===== src/rtl/regwb_queue.sv =====
// Register write-back queue: small circular FIFO of pending {rd, data} results drained
// into the register file. Define REGWB_QUEUE_BYPASS_EN to enable pending-value forwarding.
module regwb_queue #(
    parameter int unsigned WIDTH = 64,
    parameter int unsigned DEPTH = 4
) (
    input  logic                       clk,
    input  logic                       rst_n,
    input  logic                       in_valid,
    output logic                       in_ready,
    input  logic [4:0]                 in_rd,
    input  logic [WIDTH-1:0]           in_data,
    input  logic                       drain_en,
    input  logic                       flush,
    output logic                       regWrite,
    output logic [4:0]                 writeReg,
    output logic [WIDTH-1:0]           dataWrite,
    input  logic [4:0]                 lookup1,
    input  logic [4:0]                 lookup2,
    output logic                       hit1,
    output logic                       hit2,
    output logic [WIDTH-1:0]           fwd_data1,
    output logic [WIDTH-1:0]           fwd_data2,
    output logic [$clog2(DEPTH):0]     count
);

    localparam int unsigned PtrW = $clog2(DEPTH);
    localparam int unsigned CntW = PtrW + 1;

    logic [4:0]       rd_q   [DEPTH];
    logic [WIDTH-1:0] data_q [DEPTH];

    logic [PtrW-1:0] head_q, head_d;
    logic [PtrW-1:0] tail_q, tail_d;
    logic [CntW-1:0] count_q, count_d;
    logic            push, pop, not_empty;

    assign not_empty = (count_q != '0);
    assign in_ready  = (count_q != CntW'(DEPTH));
    // rd == 0 handshakes complete but never occupy a slot.
    assign push      = in_valid && in_ready && !flush && (in_rd != 5'd0);
    assign regWrite  = not_empty && drain_en;
    assign pop       = regWrite;
    assign writeReg  = not_empty ? rd_q[head_q] : '0;
    assign dataWrite = not_empty ? data_q[head_q] : '0;
    assign count     = count_q;

    always_comb begin
        head_d  = head_q;
        tail_d  = tail_q;
        count_d = count_q;
        if (flush) begin
            head_d  = '0;
            tail_d  = '0;
            count_d = '0;
        end else begin
            if (push) tail_d = tail_q + PtrW'(1);
            if (pop)  head_d = head_q + PtrW'(1);
            if (push && !pop)      count_d = count_q + CntW'(1);
            else if (!push && pop) count_d = count_q - CntW'(1);
        end
    end

    always_ff @(posedge clk or negedge rst_n) begin
        if (!rst_n) begin
            head_q  <= '0;
            tail_q  <= '0;
            count_q <= '0;
        end else begin
            head_q  <= head_d;
            tail_q  <= tail_d;
            count_q <= count_d;
        end
    end

    always_ff @(posedge clk) begin
        if (push) begin
            rd_q[tail_q]   <= in_rd;
            data_q[tail_q] <= in_data;
        end
    end

`ifdef REGWB_QUEUE_BYPASS_EN
    // Walk oldest to youngest so a later match overrides an earlier one.
    always_comb begin
        hit1      = 1'b0;
        hit2      = 1'b0;
        fwd_data1 = '0;
        fwd_data2 = '0;
        for (int unsigned i = 0; i < DEPTH; i++) begin
            if (CntW'(i) < count_q) begin
                if ((lookup1 != 5'd0) && (rd_q[head_q + PtrW'(i)] == lookup1)) begin
                    hit1      = 1'b1;
                    fwd_data1 = data_q[head_q + PtrW'(i)];
                end
                if ((lookup2 != 5'd0) && (rd_q[head_q + PtrW'(i)] == lookup2)) begin
                    hit2      = 1'b1;
                    fwd_data2 = data_q[head_q + PtrW'(i)];
                end
            end
        end
    end
`else
    logic unused_lookup;
    assign unused_lookup = ^{lookup1, lookup2};
    assign hit1      = 1'b0;
    assign hit2      = 1'b0;
    assign fwd_data1 = '0;
    assign fwd_data2 = '0;
`endif

endmodule


===== config.mk =====
export PLATFORM = sky130hd
export DESIGN_NAME = regwb_queue
export DESIGN_NICKNAME = d
export VERILOG_FILES = /design/src/rtl/regwb_queue.sv
export SDC_FILE = /design/constraint.sdc
export NUM_CORES = 1
export LEC_CHECK = 0
export BUFFER_PORTS_ARGS = -buffer_cell sky130_fd_sc_hd__buf_2
export CORE_ASPECT_RATIO = 1.2
export CORE_MARGIN = 2
export CORE_UTILIZATION = 54
export DETAILED_ROUTE_END_ITERATION = 8
export PLACE_DENSITY = 0.77
export SLEW_MARGIN = 10
export SYNTH_ARGS = -nofsm -noshare
export SYNTH_HDL_FRONTEND = slang
export SYNTH_SLANG_ARGS = --single-unit

===== constraint.sdc =====
create_clock -name clk -period 3.4 [get_ports clk]
set_clock_uncertainty 0.1 [all_clocks]
set_input_delay 0.51 -clock clk [delete_from_list [all_inputs] [get_ports clk]]
set_output_delay 0.51 -clock clk [all_outputs]
set_load 0.01 [all_outputs]

; Word-level counts from Yosys, hierarchy flattened
; Memory sizes are Yosys's and may differ from the RTL's.
; Index checks and enable logic that the tools add are counted.
[word_totals]
inputBits = 84
memories = 2
reg_bits = 7
mem_bits_rw = 276
out_inout_bits = 204
[op_classes]
n_mux = 11
addsub = 4
reduce_logical = 14
eq_ne = 1
[mem_list]
columns = memory, words, word_bits, read_ports, rd_ports_with_merged_regs, write_ports, line
row1 = data_q, 4, 64, 1, 0, 1, 31  ; logic [WIDTH-1:0] data_q [DEPTH];
row2 = rd_q, 4, 5, 1, 0, 1, 30  ; logic [4:0] rd_q [DEPTH];
[ops]
columns = operator, n
row1 = $mux W64, 1
row2 = $mux W3, 3
row3 = $mux W2, 4
row4 = $logic_and A1 B1 Y1, 6
row5 = $reduce_bool A3 Y1, 2
row6 = $mux W5, 1
row7 = $reduce_bool A5 Y1, 1
row8 = $add A2 B1 Y2 const B, 2
row9 = $reduce_bool A2 Y1, 2
row10 = $add A3 B1 Y3 const B, 1
row11 = $logic_not A1 Y1, 3
row12 = $ne A3 B3 Y1 const B, 1
row13 = $sub A3 B1 Y3 const B, 1
row14 = $mux W1, 2

; Depth between registers and ports, before layout
; Gate-level depths: netlist of the first run.
[logic_depth]
ltp_word = 9
ltp_mapped = 9
depth_no_buf = 7

; Worst setup path after synthesis of the first run
; OpenSTA, ideal clock, no wires.
[synth_timing]
path_type = input to register
startpoint = input flush
endpoint = memory data_q[3][0], enable pin
setup_time_ns = 0.435
setup_slack_ns = 0.117
t_arrival_ns = 2.749
path_buffers = 2
path_stages = 5
required_ns = 2.865
path_cell_list = clkbuf_1 > inv_1 > o2111a_1 > buf_6 > and2_1
[synth_between]
elab_chain_cells = 5
[synth_lines]
columns = element, line
row1 = from (decl), 14  ; input logic flush,
row2 = $logic_not A1 Y1, 41  ; assign push = in_valid && in_ready && !flush && (in_rd != 5'd0);
row3 = $logic_and A1 B1 Y1 (2 in a row), 41
row4 = $mux W1, 77  ; if (push) begin
row5 = $mux W1 (implied by the code), 79  ; data_q[tail_q] <= in_data;
row6 = to (decl), 31
; Every way passes these cells.

; Worst setup path in the final report of the first run
[layout_timing]
startpoint = register head_q[1]
endpoint = output dataWrite[4]
[layout_between]
elab_chain_cells = 2
[layout_lines]
columns = element, line
row1 = from (decl), 33  ; logic [PtrW-1:0] head_q, head_d;
row2 = from (signal assigned), 66  ; head_q <= '0;
row3 = from (signal assigned), 70  ; head_q <= head_d;
row4 = $mem_v2 Z4 W64, n/a
row5 = $mux W64, 45  ; assign dataWrite = not_empty ? data_q[head_q] : '0;
row6 = to (decl), 17  ; output logic [WIDTH-1:0] dataWrite,
; Every way passes these cells.

==> impl_metrics.toml, run 1 <==
[power]
power.static_leakage_nw = 4.80
ir_worst_vdd_mv = 0.673
power_density_mw_per_mm2 = 744

[timing]
worst_pin_slew_ns = 1.08
hold_slack_ns = 0.102
hold_viol = 0
fmax_ghz = 0.358
drv_slew = 0
tns_ns = 0
relSlewSlack_pct = 27.8
rsz0062_at_grt = "no"
min_period_over_period_pct = 82.2
post-route-min-period_ns = 2.80
finalSetupViolCount = 0

[global_routing]
grt_pass1_wl_um = 31100
grt-ovfl-total = 0
antenna_found_initial = 2
grt_pass1_vias = 5698
grt_max_degree = 70
grt.total_usage_pct = 17.1

[setup_path]
slowest_delay_ns = 0.62
cp.arrival_ns = 2.19
crit_chain = "buf_4, mux4_2, nor2b_1, buf_2"
crit_required_ns = 2.79
path_class = "reg -> out"
startpoint_type = "flop"
end_kind = "primary output"
path_max_fanout = 18
rrSetupSlack_ns = 0.90
crit_slowest_cell = "dfrtp_4"

[place]
gp_congestion = 0.769
dp_cells = 1020
dp_hpwl_um = 11600
place_area_mm2 = 0.0125
port_buffers = 147

[run_status]
status = "finished, final reports clean"

[synthesis]
synth_top_family_by_area = "multiplexers"
synthAdderAreaFrac_pct = 0.590
synthSimpleGateAreaFrac_pct = 4.54
seq_area_frac_synth_pct = 71.3
syn_area_mm2 = 0.0119
synth_compound_gate_area_share_pct = 0.232
synth_cells = 620
ys_ff_latch = 283
synth_warnings = 0
synth_xor_area_share_pct = 0.380
synth_cell_types = 28
yosys-mux-area-fraction_pct = 13.5
avgSynthCellArea_um2 = 19.1

[cells_and_area]
finalInstanceArea_mm2 = 0.0134
final_cell_mix = "edfxtp_1, buf_2, conb_1"
syn2layout_area_growth_pct = 12.7
layout_commonest_cell = "edfxtp_1"
fin_cells = 1070
final_layout_size_suffix_gt1_share_pct = 34.2
layout.nets = 864

[floorplan]
die_h_um = 166
num_rows = 59
dieArea_mm2 = 0.0232
start_util_pct = 54.9
die_w_um = 139
boundaryPins = 288
core_mm2 = 0.0216

[detailed_routing]
vias = 5438
dr.pass1.iters = 4
ant_nets = 0
detail_route.wl_per_cell_um = 18.6
dr.first_iter.drc_count = 288
drc = 0
routed_wl_um = 19900
via_per_inst = 5.08

[cts]
cts_sinks = 283
path_clk_slew_ns = 0.06
cts_root_buffer = "clkbuf_16"
clkLatencyLatePin_ns = 0.51
clock_path_buffers = 3
cts_tree = "yes"
cts_buffers = 26
htree_levels = 1

[hold_path]
hold_class = "in -> reg"

[flow_run]
cap_violations = 0
-- through the flow --
stage               power, mW  setup slack, ns  utilization [%]
global route             10.4            0.520             61.8
detailed placement       7.07            0.550             57.6
global placement         7.02            0.602             57.6
finish                   9.94            0.605             61.8
CTS                      10.1            0.532             61.8
floorplan                6.13            0.117                -
-- synth_stat cells (all sizes together) --
cell | number | share of area, %
and2 | 5 | 0.27
buf | 139 | 8.7
clkbuf | 17 | 0.54
conb | 1 | 0.032
dfrtp | 7 | 1.5
edfxtp | 276 | 70
fa | 1 | 0.17
ha | 4 | 0.42
inv | 5 | 0.16
mux2 | 3 | 0.28
mux2i | 2 | 0.17
mux4 | 69 | 13
nand2 | 3 | 0.095
nor2 | 8 | 0.25
nor2b | 71 | 3.7
nor3 | 1 | 0.042
o2111a | 1 | 0.095
o31a | 1 | 0.074
o31ai | 1 | 0.063
or3b | 1 | 0.074
or4 | 1 | 0.063
xnor2 | 2 | 0.31
xor2 | 1 | 0.074
-- critical path: cells and delay by family, from the launching register on --
kind | cells | cell delay (ns)
buffers and inverters | 2 | 0.51
muxes | 1 | 0.36
and+or+nand+nor | 1 | 0.16
DFF | 1 | 0.62
-- where the power goes --
part | total [mW] | switching [mW] | leakage [nW] | internal, mW
registers | 4.17 | 0.0910 | 2.59 | 4.08
logic | 2.76 | 1.51 | 1.77 | 1.25
clock network | 3.01 | 1.18 | 0.436 | 1.83
total | 9.94 | 2.78 | 4.80 | 7.16
-- per-layer routing --
layer  vias up  wire [um]  track usage (%)
met5         -         13                0
met4         2        307             4.13
met3        28       1580             4.64
met2       233      10800             31.5
met1      2758       7230             19.9
li1       2417          -                -
-- registers in the layout, summed over array words and instances, names as in the netlist --
signal / cells
head_q: 2
data_q: 256
rd_q: 20
count: 3
tail_q: 2
-- area by class of cell --
class | count | area, um^2
tap | 274 | 343
antenna | 1 | 2.50
clock buffer | 32 | 694
clock inverter | 16 | 209
inverter | 5 | 18.8
fill | 1536 | 8260
multi-input combinational | 305 | 2790
timing repair buffer | 154 | 841
sequential | 283 | 8470
-- final timing paths --
check | from | endpoint | depth (start not counted)
worst min register to register | tail_q[0] | tail_q[0] | 1
worst max-delay path | head_q[1] | dataWrite[4] | 4
worst min-delay path | in_data[43] | data_q[0][43] | 1
max in group asynchronous | rst_n | head_q[1] | 2
min in group asynchronous | rst_n | count[0] | 2
worst max register to register | count[0] | count[2] | 7
-- logic make-up (layout without fill, tap and decap cells) --
group,after synthesis,after routing
flops,283,283
fa+ha+maj,5,5
buf+inv,161,207
simple gates,90,90
other cells,1,131
compound gates,3,3
mux,74,74
xor+xnor,3,3
-- repair_timing --
action | CTS | global route
setup buffers | 0 | 0
resized for setup | 0 | 0
hold buffers | 1 | 0
endpoints found under the hold margin | 7 | 0
No activity file was read; power rests on OpenSTA's default activity.
==> run 2: changes to the inputs <==
==> constraint.sdc (replaced) <==
create_clock -name clk -period 2.8 [get_ports clk]
set_clock_uncertainty 0.1 [all_clocks]
set_input_delay 0.42 -clock clk [delete_from_list [all_inputs] [get_ports clk]]
set_output_delay 0.42 -clock clk [all_outputs]
set_load 0.01 [all_outputs]
==> impl_metrics.toml, run 2 (synthesis results as in run 1) <==
[timing]
tns_ns = 0
post-route-min-period_ns = 2.66
worst_slack_ns = 0.141
hold_viol = 0
rsz0062_at_grt = "no"
finalSetupViolCount = 0
min_period_over_period_pct = 95.0
drv_slew = 0
hold_slack_ns = 0.0167
fmax_ghz = 0.376

[setup_path]
worst_r2r_path_depth = 7
cp_top_family = "multiplexers"
crit_slowest_cell = "mux4_2"
crit_chain = "buf_4, mux4_2, nor2b_1, buf_2"
slowest_delay_ns = 0.53
path_max_fanout = 11
cp.arrival_ns = 2.14
path_class = "reg -> out"
cp.depth = 4
worst-path-buf-inv = 2
end_kind = "primary output"
crit_required_ns = 2.28
startpoint_type = "flop"

[detailed_routing]
detail_route.wl_per_cell_um = 19.1
routed_wl_um = 20900
routed-wl-met3_um = 1660
vias = 5590
ant_nets = 0
drc = 0
wl_met2_um = 11300
via_per_inst = 5.12
dr.pass1.iters = 4
wl_met1_um = 7540
dr.max_layer_used = "met4"
dr.first_iter.drc_count = 293

[place]
gp_congestion = 0.807
dp_hpwl_um = 13000
port_buffers = 147
pre_cts_ws_ns = 0.0817

[run_status]
status = "finished, final reports clean"

[cts]
ctsResizeCount = 0
path_clk_slew_ns = 0.07
cts_buffers = 26
clkLatencyLatePin_ns = 0.52
cts_sinks = 283
clock_path_buffers = 3
cts_root_buffer = "clkbuf_16"
htree_levels = 1
cts_tree = "yes"

[floorplan]
dieArea_mm2 = 0.0232
num_rows = 59
core_mm2 = 0.0216
start_util_pct = 54.9
boundaryPins = 288
die_h_um = 166
die_w_um = 139

[hold_path]
hold_class = "in -> reg"
hold_depth = 1

[cells_and_area]
nFillCells = 1522
top_register = "data_q"
syn2layout_area_growth_pct = 13.8
final_cell_mix = "edfxtp_1, buf_2, conb_1"
layout_commonest_cell = "edfxtp_1"
largest_reg_flops = 256
fin_util_pct = 62.4
final_layout_size_suffix_gt1_share_pct = 35.1
layout.nets = 885

[power]
ir_worst_vdd_mv = 0.697
power_density_mw_per_mm2 = 871
power.static_leakage_nw = 4.86
p_int_mw = 8.35
clkPwrFrac_pct = 27.5
p_comb_share_pct = 29.4
p_switching_mw = 3.40
switching_share_pct = 28.9
power_frac_seq_pct = 43.1

[flow_run]
cap_violations = 0

[global_routing]
antenna_found_initial = 2
grt_pass1_wl_um = 32300
grt.total_usage_pct = 17.9
grt_max_degree = 70
grt_pass1_vias = 5852
grt-ovfl-total = 0
[run 2: cell count changes in the layout (fill, tap and decap cells not counted), moves of 3 or more]
cell           delta
buf_12            +4
bufinv_16         -5
clkinv_1          -3
clkinv_2          +4
dlygate4sd3_1     +8
buf_4             +8
[run 2: metal layers]
metal  vias to the layer above  track usage [%]
met3                        30             4.96
met1                      2867             20.3
met4                         0             4.08
li1                       2458                -
met2                       235             33.4
met5                         -                0
[run 2: final cells by class]
| cell class | instances | area (um^2) | area share [%] |
|---|---|---|---|
| clock buffers | 35 | 726 | 5.38 |
| flip-flops and latches | 283 | 8470 | 62.7 |
| inverters | 5 | 18.8 | 0.139 |
| diodes | 3 | 7.51 | 0.0556 |
| repair buffers | 175 | 1080 | 7.97 |
| multi-input cells | 305 | 2790 | 20.7 |
| well taps | 274 | 343 | 2.54 |
| clock inverters | 12 | 66.3 | 0.491 |
[run 2: repair_timing]
action / CTS / global route
pin swaps: 0 / 0
endpoints found under the setup margin: 40 / 16
hold buffers: 7 / 2
buffers inserted: 2 / 1
hold endpoints to repair: 26 / 8
[run 2: final timing paths]
path                            slack [ns]             to        start
worst max-delay path                  0.14    writeReg[1]    head_q[0]
worst min-delay path                  0.02  data_q[0][22]  in_data[22]
worst max register to register        0.30       count[2]     count[0]
worst min register to register        0.46      tail_q[0]    tail_q[0]
max in group asynchronous             2.25      head_q[1]        rst_n
min in group asynchronous             0.16       count[2]        rst_n
[run 2: power by group through the flow]
stage / Clock [mW] / Combinational, mW / Sequential [mW]
4_1_cts: 3.31 / 3.52 / 5.09
6_report: 3.23 / 3.45 / 5.07
5_1_grt: 3.49 / 3.77 / 5.09
3_3_place_gp: 0 / 3.40 / 5.18
3_5_place_dp: 0 / 3.44 / 5.20
2_1_floorplan: 0 / 2.34 / 5.10
[run 2: through the flow]
stage                     cells  area [um^2]  total power, mW
after floorplan             749        12400             7.44
after detailed placement   1030        12600             8.65
after global placement     1030        12600             8.57
final                      1092        13500             11.8
after CTS                  1086        13500             11.9
after global routing       1089        13500             12.4
==> run 3: changes to the inputs <==
--- a/config.mk
+++ b/config.mk
@@ -5,6 +5,7 @@
 export SDC_FILE = /design/constraint.sdc
 export NUM_CORES = 1
 export LEC_CHECK = 0
+export ABC_AREA = 1
 export BUFFER_PORTS_ARGS = -buffer_cell sky130_fd_sc_hd__buf_2
 export CORE_ASPECT_RATIO = 1.2
 export CORE_MARGIN = 2
==> impl_metrics.toml, run 3 <==
[synthesis]
synth_edf_count = 276
ys_async_sr_fraction_pct = 2.47
yosysMostFrequentCell = "nor2_1"
synth_cells = 1012
ys_ff_latch = 283
synth_top_cell_area_share_pct = 67.9
synth_cell_types = 29
synthTopCellsByCount = "nor2_1, edfxtp_1, buf_4, o21ai_0, a21oi_1"
synth_top_area_cell = "edfxtp_1"
synthFlopType = "edfxtp_1"
syn_area_mm2 = 0.0122
avgSynthCellArea_um2 = 12.1
yosys-top-cells-area = "edfxtp_1, nor2_1, buf_4"
seq_area_frac_synth_pct = 69.3
synth_warnings = 0

[global_routing]
grt.total_usage_pct = 19.8
grt_pass1_wl_um = 37100
met1_usage_pct = 25.2
antenna_found_initial = 1
top_usage_layer = "met2"
grt_pass1_vias = 7242
grt-ovfl-total = 0
grt_max_degree = 66
grt.met3_usage_pct = 3.54
use_met2_pct = 34.9

[cts]
htree_levels = 1
cts_root_buffer = "clkbuf_16"
cts_sinks = 283
cts_tree = "yes"
cts_buffers = 27
clkLatencyLatePin_ns = 0.52
clock_path_buffers = 3
path_clk_slew_ns = 0.06

[cells_and_area]
final_layout_size_suffix_gt1_share_pct = 18.8
layout_commonest_cell = "nor2_1"
largest_reg_flops = 256
final_cell_mix = "nor2_1, edfxtp_1, buf_2"
layout.nets = 1300
syn2layout_area_growth_pct = 16.8
top_register = "data_q"

[floorplan]
core_mm2 = 0.0223
num_rows = 60
die_h_um = 169
boundaryPins = 288
dieArea_mm2 = 0.0238
die_w_um = 141
start_util_pct = 54.8

[setup_path]
path_max_fanout = 45
cp_top_family = "buffers and inverters"
cp.arrival_ns = 2.18
startpoint_type = "flop"
worst_r2r_path_depth = 5
crit_slowest_cell = "dfrtp_4"
crit_required_ns = 2.28
crit_chain = "inv_6, buf_12, o21ai_0, a21oi_1, buf_2"
end_kind = "primary output"
path_class = "reg -> out"
cp.depth = 5
slowest_delay_ns = 0.60
worst-path-buf-inv = 3

[timing]
post-route-min-period_ns = 2.70
min_period_over_period_pct = 96.3
worst_slack_ns = 0.105
finalSetupViolCount = 0
relSlewSlack_pct = 64.0
hold_viol = 0
drv_slew = 0
rsz0062_at_grt = "no"
worst_pin_slew_ns = 0.540
fmax_ghz = 0.371

[detailed_routing]
dr.pass1.iters = 4
detail_route.wl_per_cell_um = 16.0
routed_wl_um = 24300
ant_nets = 0
via_per_inst = 5.05
drc = 0
vias = 7634
dr.first_iter.drc_count = 386

[power]
power_density_mw_per_mm2 = 821
power.static_leakage_nw = 5.42
ir_worst_vdd_mv = 0.693
p_total_mw = 11.7

[run_status]
status = "finished, final reports clean"

[hold_path]
hold_depth = 1
hold_class = "in -> reg"

[place]
port_buffers = 147
dp_hpwl_um = 13700
gp_congestion = 0.740
pre_cts_ws_ns = 0.550

[flow_run]
cap_violations = 0
run 3: report_power, final:
part           switching, mW  internal, mW  leakage [nW]  total [mW]
combinational           2.08          1.13          2.42        3.22
clock                   1.48          1.97         0.410        3.44
sequential             0.127          4.92          2.59        5.05
total                   3.69          8.02          5.42        11.7
run 3: kinds of logic (layout without fill, tap and decap cells):
kind of cell             count (synthesis)  after routing  share of synthesized area, %
AND/OR/NAND/NOR                        313            313                          10.1
AO/OA/AOI/OAI                          209            209                          8.66
adder cells (fa/ha/maj)                  5              5                         0.574
XOR/XNOR                                 2              2                         0.144
flip-flops                             283            283                          69.3
buffers and inverters                  199            290                          11.1
other                                    1            131                        0.0307
run 3: worst reg2reg max path, stage by stage, from the launching register on:
cell	delay, ns
dfrtp_1	0.47
nor2_4	0.09
a21oi_4	0.19
nand2_4	0.16
nor2_4	0.38
buf_12	0.28
run 3: layer usage:
metal  vias to the layer above  part of all wire, %  wire [um]
li1                       3646                    -          -
met1                      3658                   40       9710
met2                       290                   51      12500
met3                        40                  6.7       1640
met4                         0                  1.8        444
met5                         -                    0          0
run 3: final timing paths:
kind	start	end	slack, ns
setup / recovery	head_q[0]	dataWrite[10]	0.10
hold / removal	in_data[21]	data_q[1][21]	0.02
setup reg to reg	count[0]	data_q[3][3]	0.80
hold reg to reg	tail_q[0]	tail_q[0]	0.48
max in group asynchronous	rst_n	head_q[1]	2.25
min in group asynchronous	rst_n	tail_q[1]	0.16
run 3: layout make-up:
type	instances	area, um^2
well taps	279	349
repair buffers	224	1620
fillers	1619	8030
flip-flops and latches	283	8470
inverters	16	65.1
clock buffers	30	687
clock inverters	20	173
multi-input cells	659	2900
diodes	1	2.50
run 3: metrics by stage:
stage / instance area, um^2 / TNS (ns) / cells / util [%] / hold slack (ns)
2_1_floorplan: 12700 / -108.19 / 1141 / - / 0.0244
3_3_place_gp: 12800 / 0 / 1404 / 57.5 / 0.165
3_5_place_dp: 12800 / 0 / 1404 / 57.5 / 0.164
4_1_cts: 14300 / 0 / 1511 / 63.9 / 0.000526
5_1_grt: 14300 / 0 / 1512 / 64.0 / 0.00221
6_report: 14300 / 0 / 1512 / 64.0 / 0.0174
run 3: timing repair:
action	in CTS	in global routing
endpoints found under the hold margin	220	0
setup endpoints to repair	6	5
hold buffers	56	0
pin swaps	0	0
gates resized for setup	2	2
setup buffers	1	0
